## src/rtl/disp_pkg.sv

```systemverilog
// Shared definitions for the display write scheduler: FSM encodings and digit map.
package disp_pkg;

  localparam int NIB_W = 4;
  localparam int DIG_W = 2;

  // Digit pair bases: keyboard path owns digits 1:0, ASCII path owns 3:2.
  localparam logic [DIG_W-1:0] DIG_KEYB  = 2'd0;
  localparam logic [DIG_W-1:0] DIG_ASCII = 2'd2;

  typedef enum logic [2:0] {
    IDLE     = 3'd0,
    WR_LO    = 3'd1,
    GAP_LO   = 3'd2,
    WR_HI    = 3'd3,
    GAP_HI   = 3'd4,
    CLR_INIT = 3'd5,
    CLR_WR   = 3'd6,
    CLR_GAP  = 3'd7
  } state_e;

endpackage

```

## src/rtl/rr_arb2.sv

```systemverilog
// Two-input round-robin arbiter; last_grant moves only when the grant is taken.
module rr_arb2 (
  input  logic reloj,
  input  logic reset,
  input  logic req0,
  input  logic req1,
  input  logic update,
  output logic grant_valid,
  output logic grant_id
);

  logic last_grant;

  assign grant_valid = req0 | req1;
  // On a tie the requester that did not win last time gets the port.
  assign grant_id = (req0 && req1) ? ~last_grant : req1;

  always_ff @(posedge reloj) begin
    if (reset) begin
      last_grant <= 1'b1;
    end else if (update && grant_valid) begin
      last_grant <= grant_id;
    end
  end

endmodule

```

## src/rtl/disp_write_sched.sv

```systemverilog
// Shares the 4-digit display load port between two byte producers, one nibble per load.
// Optional build macro DISP_CLEAR_ON_RESET_EN: zero all four digits after reset.
module disp_write_sched
  import disp_pkg::*;
#(
  parameter int WR_GAP = 1
) (
  input  logic             reloj,
  input  logic             reset,
  input  logic             req0,
  input  logic [7:0]       byte0,
  output logic             ack0,
  input  logic             req1,
  input  logic [7:0]       byte1,
  output logic             ack1,
  output logic             load,
  output logic [DIG_W-1:0] bufdestino,
  output logic [NIB_W-1:0] nible,
  output logic             busy
);

  localparam logic [3:0] GAP_RLD = 4'(WR_GAP);

`ifdef DISP_CLEAR_ON_RESET_EN
  localparam state_e RST_STATE = CLR_INIT;
`else
  localparam state_e RST_STATE = IDLE;
`endif

  state_e           state, state_n;
  logic [3:0]       gap_cnt, gap_cnt_n;
  logic [7:0]       byte_q, byte_n;
  logic             gid_q, gid_n;
  logic             load_n, ack0_n, ack1_n, busy_n;
  logic [DIG_W-1:0] dest_n, base_q;
  logic [NIB_W-1:0] nib_n;
  logic             grant_valid, grant_id, update;
  logic [7:0]       grant_byte;
`ifdef DISP_CLEAR_ON_RESET_EN
  logic [DIG_W-1:0] clr_dig, clr_dig_n;
`endif

  rr_arb2 u_arb (
    .reloj       (reloj),
    .reset       (reset),
    .req0        (req0),
    .req1        (req1),
    .update      (update),
    .grant_valid (grant_valid),
    .grant_id    (grant_id)
  );

  assign update     = (state == IDLE);
  assign grant_byte = grant_id ? byte1 : byte0;
  assign base_q     = gid_q ? DIG_ASCII : DIG_KEYB;

  always_comb begin
    state_n   = state;
    gap_cnt_n = gap_cnt;
    byte_n    = byte_q;
    gid_n     = gid_q;
    load_n    = 1'b0;
    ack0_n    = 1'b0;
    ack1_n    = 1'b0;
    dest_n    = bufdestino;
    nib_n     = nible;
`ifdef DISP_CLEAR_ON_RESET_EN
    clr_dig_n = clr_dig;
`endif
    case (state)
      IDLE: begin
        if (grant_valid) begin
          state_n = WR_LO;
          byte_n  = grant_byte;
          gid_n   = grant_id;
          load_n  = 1'b1;
          dest_n  = grant_id ? DIG_ASCII : DIG_KEYB;
          nib_n   = grant_byte[3:0];
          ack0_n  = ~grant_id;
          ack1_n  = grant_id;
        end
      end
      WR_LO: begin
        if (GAP_RLD == 4'd0) begin
          state_n = WR_HI;
        end else begin
          state_n   = GAP_LO;
          gap_cnt_n = GAP_RLD;
        end
      end
      GAP_LO: begin
        gap_cnt_n = gap_cnt - 4'd1;
        if (gap_cnt <= 4'd1) state_n = WR_HI;
      end
      WR_HI: begin
        if (GAP_RLD == 4'd0) begin
          state_n = IDLE;
        end else begin
          state_n   = GAP_HI;
          gap_cnt_n = GAP_RLD;
        end
      end
      GAP_HI: begin
        gap_cnt_n = gap_cnt - 4'd1;
        if (gap_cnt <= 4'd1) state_n = IDLE;
      end
`ifdef DISP_CLEAR_ON_RESET_EN
      CLR_INIT: begin
        state_n   = CLR_WR;
        clr_dig_n = 2'd0;
      end
      CLR_WR: begin
        if (GAP_RLD != 4'd0) begin
          state_n   = CLR_GAP;
          gap_cnt_n = GAP_RLD;
        end else if (clr_dig == 2'd3) begin
          state_n = IDLE;
        end else begin
          clr_dig_n = clr_dig + 2'd1;
        end
      end
      CLR_GAP: begin
        gap_cnt_n = gap_cnt - 4'd1;
        if (gap_cnt <= 4'd1) begin
          if (clr_dig == 2'd3) begin
            state_n = IDLE;
          end else begin
            state_n   = CLR_WR;
            clr_dig_n = clr_dig + 2'd1;
          end
        end
      end
`endif
      default: state_n = IDLE;
    endcase
    // WR_HI is never held, so landing in it always means a fresh high-nibble write.
    if (state_n == WR_HI) begin
      load_n = 1'b1;
      dest_n = base_q + 2'd1;
      nib_n  = byte_q[7:4];
    end
`ifdef DISP_CLEAR_ON_RESET_EN
    if (state_n == CLR_WR) begin
      load_n = 1'b1;
      dest_n = clr_dig_n;
      nib_n  = '0;
    end
`endif
    busy_n = (state_n != IDLE);
  end

  always_ff @(posedge reloj) begin
    if (reset) begin
      state      <= RST_STATE;
      gap_cnt    <= '0;
      byte_q     <= '0;
      gid_q      <= 1'b0;
      load       <= 1'b0;
      ack0       <= 1'b0;
      ack1       <= 1'b0;
      bufdestino <= '0;
      nible      <= '0;
      busy       <= 1'b0;
`ifdef DISP_CLEAR_ON_RESET_EN
      clr_dig    <= '0;
`endif
    end else begin
      state      <= state_n;
      gap_cnt    <= gap_cnt_n;
      byte_q     <= byte_n;
      gid_q      <= gid_n;
      load       <= load_n;
      ack0       <= ack0_n;
      ack1       <= ack1_n;
      bufdestino <= dest_n;
      nible      <= nib_n;
      busy       <= busy_n;
`ifdef DISP_CLEAR_ON_RESET_EN
      clr_dig    <= clr_dig_n;
`endif
    end
  end

endmodule
```

## config.mk

```make
export PLATFORM = sky130hd
export DESIGN_NAME = disp_write_sched
export DESIGN_NICKNAME = d
export VERILOG_FILES = /design/src/rtl/disp_pkg.sv /design/src/rtl/rr_arb2.sv /design/src/rtl/disp_write_sched.sv
export SDC_FILE = /design/constraint.sdc
export NUM_CORES = 1
export LEC_CHECK = 0
export BUFFER_PORTS_ARGS = -buffer_cell sky130_fd_sc_hd__buf_4
export CAP_MARGIN = 20
export CELL_PAD_IN_SITES_DETAIL_PLACEMENT = 0
export CELL_PAD_IN_SITES_GLOBAL_PLACEMENT = 2
export CORE_ASPECT_RATIO = 1.25
export CORE_MARGIN = 8
export CORE_UTILIZATION = 33
export DETAILED_ROUTE_END_ITERATION = 12
export MAX_ROUTING_LAYER = met4
export PLACE_DENSITY_LB_ADDON = 0.1
export RECOVER_POWER = 100
export SYNTH_ARGS = -nofsm -noshare
export SYNTH_HDL_FRONTEND = slang
export SYNTH_SLANG_ARGS = --single-unit
```

## constraint.sdc

```tcl
create_clock -name reloj -period 4.9 [get_ports reloj]
set_input_delay 0.245 -clock reloj [delete_from_list [all_inputs] [get_ports reloj]]
set_output_delay 0.245 -clock reloj [all_outputs]
set_load 0.01 [all_outputs]
```

==> results of run 1 <==
-- worst max path at each step --
stage / from / to / slack, ns / cells past startpoint
global route: state[0] / bufdestino[1] / 2.17 / 4
global placement: gap_cnt[1] / busy / 3.18 / 6
floorplan: gap_cnt[0] / busy / 3.33 / 6
finish: state[0] / nible[1] / 2.41 / 4
detailed placement: gap_cnt[0] / busy / 3.12 / 6
CTS: gap_cnt[0] / busy / 3.10 / 6
-- power breakdown --
part | total [W] | switching, W | internal, W
registers | 0.000311 | 0.0000568 | 0.000254
clock network | 0.000118 | 0.0000602 | 0.0000580
logic | 0.000328 | 0.000189 | 0.000139
total | 0.000757 | 0.000306 | 0.000451
-- stage by stage --
step           hold WS, ns  worst slack (ns)
6_report             0.248              2.41
5_1_grt              0.252              2.17
4_1_cts              0.262              3.10
3_5_place_dp         0.489              3.12
3_3_place_gp         0.484              3.18
2_1_floorplan        0.427              3.33
-- cells in the final DEF (no fill, tap or decap), types with 4 or more instances in the layout --
cell      instances
a21oi_1           6
dfxtp_1          23
nor3b_1           5
clkbuf_1         11
buf_4            19
o21a_1            5
nor3_1            6
o41ai_1           4
nor2_1           16
nand3b_1          5
nand2_1          12
-- routing by layer --
layer,vias to the layer above,share of wire,GRT usage
met5,-,0,-
li1,500,-,-
met2,14,0.52,0.167
met1,449,0.45,0.114
met4,0,0.0097,0.0440
met3,2,0.018,0.0143
-- cells in the mapped netlist, drive strengths merged --
library cell and n:
a211oi 3, a21bo 1, a21boi 1, a21oi 6, a221o 1, a221oi 1
a22oi 1, a311o 1, a311oi 4, a32oi 1, buf 8, clkbuf 2
dfxtp 23, ha 2, inv 2, nand2 12, nand2b 1, nand3b 5
nor2 19, nor2b 3, nor3 6, nor3b 5, nor4 1, o211ai 1
o21a 5, o21ai 1, o21ba 2, o21bai 1, o41ai 4, or2 2
or3 1, xnor2 1, xor2 1
-- registers in the layout, indices dropped and copies added (netlist names), 2 cells and up --
signal	flops
bufdestino	2
byte_q	4
gap_cnt	4
nible	4
state	3
-- critical path: cells and delay by family (launching register included) --
kind               cells  cell delay [ns]
and+or+nand+nor        2             0.98
AOI/OAI and AO/OA      2             0.97
DFF                    1             0.44
-- cells by family after synthesis --
kind of cell / after synthesis / share of synthesized area
AOI/OAI and AO/OA: 34 / 0.253
DFF: 23 / 0.380
xor gates and xnor gates: 2 / 0.0145
buffers and inverters: 12 / 0.0784
and+or+nand+nor: 55 / 0.254
adders and majority gates: 2 / 0.0206
-- area by class of cell --
type / count / area [um^2]
Fill cell: 386 / 2150
Multi-Input combinational cell: 93 / 622
Sequential cell: 23 / 460
Timing Repair Buffer: 29 / 180
Tap cell: 39 / 48.8
Clock buffer: 4 / 45.0
Inverter: 2 / 7.51
==> results by group, run 1 <==
Clocking
  • Reg clk slew, reported paths: 0.08 ns
  • Setup Buffers After CTS: 0
  • Num CTS Buffers: 3
  • Clock Path Buffers: 2
  • Post-CTS sizing: 0
  • CTS tree: built
  • H-tree depth: 1
  • Root Buffer: clkbuf_8
  • Clock Sinks: 23
  • Worst-skew pair later-pin latency: 0.26 ns
  • Number of hold buffers added after CTS: 0

Finish
  • Fin cells: 190
  • Layout cells sized above 1: 0.232
  • Final Util: 0.388
  • Design area: roughly 1400 um^2
  • # diodes: 0
  • Area Overhead vs Synth: 12.5%
  • Fin nets: 174

STA
  • Worst clock skew: between 0.003 and 0.004 ns
  • Setup TNS Final: 0 ns
  • RSZ-0062 raised after global routing: no
  • Final setup fails: 0
  • Achievable Freq: 0.402 GHz
  • Final critical-path required period: approximately 2.5 ns
  • Slew @ Worst Pin: 1.06 ns
  • Final count of hold timing violations: 0
  • Number of max-slew violations in the final report: 0
  • Final cycle utilization of the critical path: 0.507
  • Slew HR: 0.291

Logic synthesis
  • Synth Register Bits: 23
  • Yosys top cell area share: 0.380
  • Post-Syn Area per Cell: 9.47 um^2
  • Unique masters post-synth: 40
  • Mapped cell area: roughly 1200 um^2
  • Top post-synthesis cells by area: dfxtp_1, a311oi_2, nor2_1
  • Register area share after synthesis: 0.380
  • Syn nets: 150
  • Cells after Synth: 128
  • Synthesis Warnings: 0
  • Post-synth top area cell: dfxtp_1

Place
  • Dpl cell area: about 1400 um^2
  • GPL Wtd Cong: 0.803
  • Post-DP HPWL: a little over 2000 um
  • Placed Instances: 186
  • PortBufs: 29

Pwr
  • VDD IR max: 224 uV
  • Cell Pwr Density: between 500 and 600 nW/um^2
  • Leakage Power: 0.511 nW
  • Total power: 0.000757 W

Global route
  • Largest net degree at the start of global routing: 27
  • Initial antenna violation count: 0
  • Remaining global-route overflow: 0
  • Vias in the first global route: 1009
  • Gr usage total: 0.0994
  • First-pass GRT wire length: 4770 um

Worst setup path
  • Setup crit end kind: register
  • CP arrival: 2.65 ns
  • Reg2Reg Depth: 4
  • CP Max Fanout: 14
  • Worst-path cell chain: nor3_1, o21a_1, nor2_1, o41ai_1
  • Worst Path Required: between 5 and 6 ns
  • Crit Path Class: register to register
  • Crit-path slowest cell: nor3_1
  • Reg2reg start: state[0]
  • Reg2reg setup slack: approximately 2.4 ns
  • RR Endpoint: nible[1]
  • Slowest stage delay, CP: around 0.9 ns
  • Startpoint class of the critical path: register

Routing
  • Antenna Nets Post-Route: 0
  • # DRC: 0
  • DR vias: 965
  • DR WL/cell: 14.7 um
  • TritonRoute pass-1 iters: 4
  • Vias per Instance: a little over 5
  • Drt first-iter violations: 44
  • Detailed Route WL: 2800 um

Floorplan
  • FP Rows: 24
  • Initial core utilization: 0.345
  • Die area: 5880 um^2
  • Core region area: 3510 um^2
  • Die height: about 84 um
  • Die X: 70.2 um
  • Ports: 30

Min path
  • WHS Endpoint: byte_q[5]
  • Hold-critical path depth: 3
  • Hold Path Origin: byte1[5]
  • Hold crit path type: input pin to register

Status
  • Status: finished, final reports clean

Flow run
  • MaxCap Viol Count: 0
Power figures use the tool's default switching activity.
==> run 2, diff against run 1 <==
Settings changed: CORE_UTILIZATION 33 to 28.
Clock period 4.9 ns to 2.2 ns, I/O delays scaled along.
==> run 2 against run 1 <==
Global-route usage up 0.43 points. Die area increased by 14%. Critical path type unchanged. Sequential power increased by 120%. Highest routed layer unchanged. Largest power group unchanged.
==> results by group, run 2 (synthesized netlist as in run 1, its figures left out) <==
STA
  • RSZ-0062 raised after global routing: no
  • WHS: 0.104 ns (-0.144 ns)
  • Number of max-slew violations in the final report: 0 (unchanged)
  • Setup TNS Final: 0 ns (unchanged)
  • Achievable Freq: 0.536 GHz (+33%)
  • Final cycle utilization of the critical path: 0.848 (+0.340)
  • Final count of hold timing violations: 0 (unchanged)
  • Slew @ Worst Pin: 0.713 ns (-0.342 ns)
  • Final setup fails: 0 (unchanged)
  • Final critical-path required period: 1.86 ns (-0.621 ns)
  • Worst clock skew: 0.00692 ns (+0.00382 ns)
  • Slew HR: 0.521 (+0.230)

Routing
  • DR vias: 1010 (+4.7%)
  • Drt first-iter violations: 44 (unchanged)
  • Antenna Nets Post-Route: 0 (unchanged)
  • TritonRoute pass-1 iters: 4 (unchanged)
  • Vias per Instance: 4.83 (-4.9%)
  • DR WL/cell: 14.9 um (+1.4%)
  • Detailed Route WL: 3120 um (+12%)
  • # DRC: 0 (unchanged)

Pwr
  • VDD IR max: 324 uV (+44%)
  • Combinational Power Share: 0.442 (+0.009)
  • Sequential Power Share: 0.402 (-0.008)
  • Int Power: 0.00103 W (+130%)
  • Net Sw Power: 0.000706 W (+130%)
  • Clk pwr share: 0.157 (about the same)
  • Leakage Power: 0.525 nW (+2.8%)
  • Sw Ratio: 0.408 (+0.00325)
  • Cell Pwr Density: 1230 nW/um^2 (+120%)

Finish
  • Layout cells sized above 1: 0.248 (+0.0166)
  • Most common cell after layout, fill and taps aside: dfxtp_1
  • # diodes: 0 (unchanged)
  • Largest regs: byte_q (4), gap_cnt (4), nible (4)
  • Most frequent cells in the layout: dfxtp_1, buf_4, nor2_1, nand2_1, clkbuf_1
  • Design area: 1410 um^2 (+3.1%)
  • Area Overhead vs Synth: 16.0%
  • Fin cells: 209 (+10%)
  • Fin nets: 176 (+1.1%)

Floorplan
  • FP Rows: 26 (+8.3%)
  • Initial core utilization: 0.293 (-0.0516)
  • Die X: 74.9 um (+6.6%)
  • Core region area: 4130 um^2 (+18%)
  • Die height: 89.6 um (+6.9%)
  • Ports: 30 (unchanged)
  • Die area: 6700 um^2 (+14%)

Clocking
  • Reg clk slew, reported paths: 0.09 ns (about the same)
  • Worst-skew pair later-pin latency: 0.27 ns (about the same)
  • Number of hold buffers added after CTS: 0 (unchanged)
  • H-tree depth: 1 (unchanged)
  • Root Buffer: clkbuf_8
  • Clock Sinks: 23 (unchanged)
  • Clock Path Buffers: 2 (unchanged)
  • Setup Buffers After CTS: 0 (unchanged)
  • Num CTS Buffers: 3 (unchanged)
  • Post-CTS sizing: 0 (unchanged)
  • CTS tree: built

Min path
  • Hold crit path type: input pin to register

Place
  • Placed Instances: 205 (+10%)
  • PortBufs: 29 (unchanged)
  • Post-DP HPWL: 2230 um (+10%)
  • GPL Wtd Cong: 0.791 (-1.5%)
  • Dpl cell area: 1430 um^2 (+2.6%)

Global route
  • Remaining global-route overflow: 0 (unchanged)
  • First-pass GRT wire length: 5240 um (+9.9%)
  • Initial antenna violation count: 0 (unchanged)
  • Vias in the first global route: 1034 (+2.5%)
  • Gr usage total: 0.104 (+0.00431)
  • Largest net degree at the start of global routing: 27 (unchanged)

Worst setup path
  • Startpoint class of the critical path: register
  • Critical path endpoint: bufdestino[1]
  • Reg2Reg Depth: 4 (unchanged)
  • CP startpoint: state[0]
  • CP Max Fanout: 10 (-4)
  • Reg2reg start: state[0]
  • Crit Path Class: register to register
  • RR Endpoint: bufdestino[1]
  • Reg2reg setup slack: 0.34 ns (-2.08 ns)
  • Setup crit end kind: register
  • Worst Path Required: 2.35 ns (-2.71 ns)
  • CP arrival: 2.02 ns (-0.63 ns)

Status
  • Status: finished, final reports clean

Flow run
  • MaxCap Viol Count: 0 (unchanged)
## run 2: cell types whose count changed in the layout (fill, tap and decap cells not counted)
cell	before	now
nor2_2	3	2
buf_4	19	21
nor2_1	16	17
clkbuf_1	11	10
o21a_1	5	4
o21a_4	0	1
clkinv_2	0	1
## run 2: power groups by stage
stage	Clock, W	Combinational (W)	Sequential, W
final	0.000271	0.000764	0.000696
after global routing	0.000298	0.000871	0.000721
after CTS	0.000278	0.000867	0.000709
after detailed placement	0	0.000861	0.000716
after global placement	0	0.000846	0.000714
after floorplan	0	0.000683	0.000678
## run 2: area by class of cell
class | instances | area, um^2
well taps | 56 | 70.1
clock inverters | 1 | 5.00
repair buffers | 31 | 195
multi-input cells | 93 | 627
fillers | 465 | 2730
inverters | 2 | 7.51
flip-flops and latches | 23 | 460
clock buffers | 3 | 41.3
## run 2: critical path, stage by stage, from the launching register on
cell	delay, ns
dfxtp_1	0.45
nor3_1	0.50
o21ai_0	0.39
a221oi_1	0.33
nor3_1	0.08
## run 2: through the flow
stage,power (W),setup WS (ns),util
floorplan,0.00136,0.635,-
global placement,0.00156,0.463,0.346
detailed placement,0.00158,0.426,0.346
CTS,0.00186,0.403,0.357
global route,0.00189,0.100,0.340
finish,0.00173,0.335,0.340
## run 2: worst min path at each step
stage             start  cells after the start   endpoint  slack [ns]
2_1_floorplan  byte1[4]                      2  byte_q[4]        0.29
3_3_place_gp   byte1[4]                      3  byte_q[4]        0.41
3_5_place_dp   byte1[6]                      3  byte_q[6]        0.42
4_1_cts        byte1[6]                      3  byte_q[6]        0.13
5_1_grt        byte1[6]                      3  byte_q[6]        0.12
6_report       byte1[5]                      3  byte_q[5]        0.10
## run 2: layer usage
metal,track usage,part of all wire
met3,0.0211,0.025
met5,-,0
met2,0.182,0.52
met1,0.113,0.44
met4,0.0321,0.0080
